## config.mk

```make
export PLATFORM = sky130hd
export DESIGN_NAME = arbitro_rr
export DESIGN_NICKNAME = d
export VERILOG_FILES = /design/src/rtl/arbitro_rr.sv
export SDC_FILE = /design/constraint.sdc
export NUM_CORES = 1
export LEC_CHECK = 0
export ABC_AREA = 0
export CAP_MARGIN = 0
export CORE_UTILIZATION = 35
export DETAILED_ROUTE_END_ITERATION = 6
export PLACE_DENSITY = 0.74
export SLEW_MARGIN = 0
export SYNTH_ARGS = -nofsm -noshare
export SYNTH_HDL_FRONTEND = slang
export SYNTH_SLANG_ARGS = --single-unit
```

## constraint.sdc

```tcl
create_clock -name clk -period 1.6 [get_ports clk]
set_clock_uncertainty 0.05 [all_clocks]
set_input_delay 0.32 -clock clk [delete_from_list [all_inputs] [get_ports clk]]
set_output_delay 0.32 -clock clk [all_outputs]
set_load 0.1 [all_outputs]
```

## src/rtl/arbitro_rr.sv

```systemverilog
// arbitro_rr: round-robin read arbiter between four input FIFOs and four
// destination FIFOs. Pops at most one word per cycle, steers the 4:1 mux
// with a registered select and pushes the word one cycle later towards the
// destination encoded in its two MSBs.
// Optional per-destination word counters: define ARBITRO_CONTADORES_EN.
module arbitro_rr #(
  parameter int DATA_WIDTH = 4,
  parameter int CNT_WIDTH  = 8
) (
  input  logic                  clk,
  input  logic                  reset,
  input  logic                  enb,
  input  logic [3:0]            fifo_empty,
  input  logic [3:0]            destino_almost_full,
  input  logic [DATA_WIDTH-1:0] entrada_mux,
  output logic [3:0]            pop,
  output logic [1:0]            selector_mux,
  output logic [1:0]            selector_dmux,
  output logic                  push,
  output logic [1:0]            estado
`ifdef ARBITRO_CONTADORES_EN
  ,
  output logic [CNT_WIDTH-1:0]  contador0,
  output logic [CNT_WIDTH-1:0]  contador1,
  output logic [CNT_WIDTH-1:0]  contador2,
  output logic [CNT_WIDTH-1:0]  contador3
`endif
);

  typedef enum logic [1:0] {
    IDLE    = 2'b00,
    ARBITRA = 2'b01,
    PAUSA   = 2'b10
  } estado_t;

  estado_t    estado_q;
  estado_t    estado_d;
  logic [1:0] ultimo;
  logic [1:0] grant_idx;
  logic [1:0] candidato;
  logic       encontrado;
  logic       hay_datos;
  logic       lleno;
  logic       concede;

  // Any non-empty source is work to do; any nearly full sink stalls everyone.
  assign hay_datos = |(~fifo_empty);
  assign lleno     = |destino_almost_full;
  assign concede   = (estado_q == ARBITRA) && enb && hay_datos && !lleno;

  // Search the sources starting just after the last grant, wrapping 3 -> 0.
  always_comb begin
    grant_idx  = ultimo;
    candidato  = ultimo;
    encontrado = 1'b0;
    for (int k = 1; k <= 4; k++) begin
      candidato = ultimo + 2'(k);
      if (!encontrado && !fifo_empty[candidato]) begin
        grant_idx  = candidato;
        encontrado = 1'b1;
      end
    end
  end

  assign pop = concede ? (4'b0001 << grant_idx) : 4'b0000;

  // Next-state logic for the IDLE / ARBITRA / PAUSA controller.
  always_comb begin
    estado_d = estado_q;
    case (estado_q)
      IDLE: begin
        if (enb && hay_datos) begin
          estado_d = lleno ? PAUSA : ARBITRA;
        end
      end
      ARBITRA: begin
        if (lleno) begin
          estado_d = PAUSA;
        end else if (!enb || !hay_datos) begin
          estado_d = IDLE;
        end
      end
      PAUSA: begin
        if (!lleno) begin
          estado_d = (enb && hay_datos) ? ARBITRA : IDLE;
        end
      end
      default: estado_d = IDLE;
    endcase
  end

  // State register plus the pop-to-push pipeline; a pop always yields a push
  // on the following cycle so the in-flight word is never lost (except reset).
  always_ff @(posedge clk) begin
    if (reset) begin
      estado_q     <= IDLE;
      ultimo       <= 2'd3;
      selector_mux <= 2'd0;
      push         <= 1'b0;
    end else begin
      estado_q <= estado_d;
      push     <= concede;
      if (concede) begin
        ultimo       <= grant_idx;
        selector_mux <= grant_idx;
      end
    end
  end

  assign estado        = estado_q;
  assign selector_dmux = push ? entrada_mux[DATA_WIDTH-1:DATA_WIDTH-2] : 2'b00;

`ifdef ARBITRO_CONTADORES_EN
  logic [CNT_WIDTH-1:0] cuenta [4];
  logic                 unused_bits;

  // Count words delivered to each destination, wrapping naturally.
  always_ff @(posedge clk) begin
    if (reset) begin
      for (int j = 0; j < 4; j++) begin
        cuenta[j] <= '0;
      end
    end else if (push) begin
      cuenta[selector_dmux] <= cuenta[selector_dmux] + CNT_WIDTH'(1);
    end
  end

  assign contador0   = cuenta[0];
  assign contador1   = cuenta[1];
  assign contador2   = cuenta[2];
  assign contador3   = cuenta[3];
  assign unused_bits = ^entrada_mux;
`else
  logic unused_bits;
  assign unused_bits = ^{entrada_mux, 32'(CNT_WIDTH)};
`endif

endmodule
```

==> impl_results.md, run 1 <==
- Area added between synthesis and finish: 138%
- Critical Path RT: 1.23 ns
- Crit Path Class: flip-flop to primary output
- Final number of max-transition violations: 0
- Final non-filler cell area: between 0.001 and 0.0015 mm2
- Rel. slew slack: between 70% and 80%
- Placed wire-length estimate after detailed placement: 995 um
- DRC violations left: 0
- Worst Hold Path Cells: 3
- Site row count: 12
- Share of the synthesized area in the top cell type: a little under a third
- Worst Setup Slack, final: -0.635 ns
- Multi-input combinational cell area: 402 um2
- Share of synthesized cell area in full adder, half adder and majority cells: 0%
- Sequential Area: between 150 and 200 um2
- Final period util: 140%
- Synth Cell Area: between 400 and 500 um2
- Hold buffers post-CTS: 0
- Hold violation count in the final report: 0
- CTS tree: done
- Wirelength, routed: between 2000 and 2500 um
- Pre-Repair DR Iteration Count: 4
- Minimum clock period: ~2.2 ns
- Distinct cell type count of the synthesized netlist: 25
- Net count of the mapped netlist: 61
- Post-synthesis cell type with the largest combined area: sky130_fd_sc_hd__dfxtp_1
- Vias per std cell: between 5 and 6
- Warning count from the yosys run: 0
- Maximum number of pins on one net before global-route repair: 9
- Post-synthesis area per instance: 9.98 um2
- Area share of and/or/nand/nor cells after synthesis: between 40% and 50%
- Die Y: between 30 and 40 um
- Number of cells produced by synthesis: 46
- Overflow after GRT: 0
- Number of nets in the layout: 110
- Critical path peak fanout: 5
- Sum of negative setup slack: -2.15 ns
- Maximum clock insertion buffer count: 2
- Largest family of logic cells by synthesized area: simple AND/OR/NAND/NOR gates
- Global Route Usage Sum: 23.3%
- R2R depth: 6
- DRT antenna net count: 0
- Number of global-route vias before repair: 509
- FILL cells: 27
- Post-DP Area: 970 um2
- Number of top-level pins: 26
- Standard cell core area: approximately 0.0012 mm2
- Reg-to-reg setup timing slack: about 0.02 ns
- Initial antenna violation count: 0
- Clock root cell: sky130_fd_sc_hd__clkbuf_4
- Violated checks: setup timing
- Multiplexer fraction of the synthesized cell area: 0%
- Number of violations reported at the end of detailed-routing iteration 0: 9
- Outcome: finished, violations left
- Number of vias in the routed layout: about 600
- Leakage power: between 0.4 and 0.5 nW
- Total of max-cap violations: 0
- Inserted Clock Buffers: 3
- Die extent in x: roughly 38 um
- Setup-violating endpoint count in the final report: 4
- Peak supply drop: slightly above 0.4 mV
- RD Place Congestion: 0.667
- Top library cells by usage in the layout, fill and taps aside: sky130_fd_sc_hd__buf_4 (19), sky130_fd_sc_hd__buf_12 (11)
- Input/output buffers: 23
- Data arrival time of the worst path: 1.86 ns
- Clock transition at path regs: roughly 0.060 ns
- Cell Pwr Density: around 430 mW/mm2
- Synth Register Bits: 7
- Die Area: 0.00146 mm2
- First-pass GRT wire length: approximately 2200 um
- Final routed wire length divided by cell count: between 20 and 25 um
- Compound-cell area share of the yosys netlist: 21.8%
- Highest achievable clock rate: 0.447 GHz
- Proportion of layout cells with a drive suffix above 1: between 60% and 70%
- Clock Sinks: 7
- Element type at the critical path start: flip-flop
- Worst slew pin tran: roughly 0.34 ns
- Sequential area share after synthesis: between 30% and 40%
- Sort of element at the end of the critical path: primary output
- Most common library cell in the layout ignoring fill and taps: sky130_fd_sc_hd__buf_4
- Clock Latency Late Sink: ~0.27 ns
- Starting utilization of the core area: between 30% and 40%
- Worst hold-check path type: input port to flip-flop
- WHS: about 0.48 ns
- Diodes inserted: 0
- H-tree depth: 1
- Setup repair after global routing missed its margin: yes
- Xor/xnor cell area share of the yosys netlist: 0%
- Area contributors post-synth: sky130_fd_sc_hd__dfxtp_1 (31%), sky130_fd_sc_hd__nor4_4 (9.3%), sky130_fd_sc_hd__o2111ai_4 (5.7%)
-- area by class of cell --
| type | count | area share (%) |
|---|---|---|
| Clock buffer | 4 | 2.40 |
| Multi-Input combinational cell | 39 | 36.7 |
| Sequential cell | 7 | 13.7 |
| Tap cell | 14 | 1.60 |
| Timing Repair Buffer | 44 | 45.5 |
-- cell usage after synthesis --
library cell,n
sky130_fd_sc_hd__nand3b_1,1
sky130_fd_sc_hd__o21a_1,1
sky130_fd_sc_hd__nor4_1,1
sky130_fd_sc_hd__nor2_1,3
sky130_fd_sc_hd__nand4b_1,1
sky130_fd_sc_hd__or2b_1,1
sky130_fd_sc_hd__a22oi_1,1
sky130_fd_sc_hd__and2_1,3
sky130_fd_sc_hd__a21boi_4,1
sky130_fd_sc_hd__nand3b_4,1
sky130_fd_sc_hd__a21oi_1,2
sky130_fd_sc_hd__o31a_1,1
sky130_fd_sc_hd__and2b_1,1
sky130_fd_sc_hd__or3b_1,1
sky130_fd_sc_hd__dfxtp_1,7
sky130_fd_sc_hd__nor2b_1,3
sky130_fd_sc_hd__a21oi_2,1
sky130_fd_sc_hd__nor4_4,2
sky130_fd_sc_hd__nand2b_1,1
sky130_fd_sc_hd__nor3_1,3
sky130_fd_sc_hd__and3_1,1
sky130_fd_sc_hd__o2111ai_4,1
sky130_fd_sc_hd__nor3b_1,2
sky130_fd_sc_hd__nand2_1,5
sky130_fd_sc_hd__a211oi_2,1
-- routing by layer --
| layer | global-route usage (%) | share of wire [%] | up-vias |
|---|---|---|---|
| li1 | - | - | 266 |
| met1 | 25.1 | 34 | 282 |
| met2 | 39.8 | 55 | 40 |
| met3 | 5.23 | 5.7 | 13 |
| met4 | 16.1 | 6.1 | 0 |
| met5 | 0 | 0 | - |
-- timing repair --
| action | in CTS | in global routing |
|---|---|---|
| gates resized for setup | 14 | 18 |
| setup buffers | 3 | 5 |
| pin swaps | 8 | 7 |
| endpoints found under the setup margin | 8 | 5 |
-- stage by stage --
step	util [%]	instances	power, mW	setup slack [ns]
6_report	94.6	108	0.474	-0.635
5_1_grt	94.6	108	0.486	-0.663
4_1_cts	89.4	104	0.457	-0.521
3_5_place_dp	83.9	97	0.295	-0.778
3_3_place_gp	83.9	97	0.293	-0.732
2_1_floorplan	-	46	0.227	-1.00
-- power by group --
group	internal (mW)	total, mW	switching, mW
logic	0.0591	0.122	0.0633
clock network	0.0961	0.175	0.0793
registers	0.174	0.176	0.00246
total	0.329	0.474	0.145
-- registers in the layout, summed over array words and instances (netlist names) --
name          count
estado            2
push              1
selector_mux      2
ultimo            2
-- cells by family (layout without fill, tap and decap cells) --
logic type,after synthesis,in the layout
AND/OR/NAND/NOR,30,30
buffers and inverters,0,48
AO/OA/AOI/OAI,9,9
flip-flops,7,7
-- path summary, 6_finish.rpt --
path / end / start
hold / removal: estado[0] / enb
setup reg to reg: selector_mux[1] / ultimo[1]
hold reg to reg: selector_mux[1] / selector_mux[1]
setup / recovery: pop[2] / ultimo[1]
-- critical path, stage by stage, from the launching register on --
cell and delay [ns]:
sky130_fd_sc_hd__dfxtp_4 0.37, sky130_fd_sc_hd__or3b_1 0.36, sky130_fd_sc_hd__nand4b_1 0.17, sky130_fd_sc_hd__buf_4 0.15
sky130_fd_sc_hd__nand3b_4 0.11, sky130_fd_sc_hd__nor4_4 0.21, sky130_fd_sc_hd__buf_12 0.22
Power figures use the tool's default switching activity.
==> run 2, diff against run 1 <==
- CAP_MARGIN: 0 -> unset
==> results of run 2 <==
No change in the layout: final DEF, timing and power equal those of run 1.
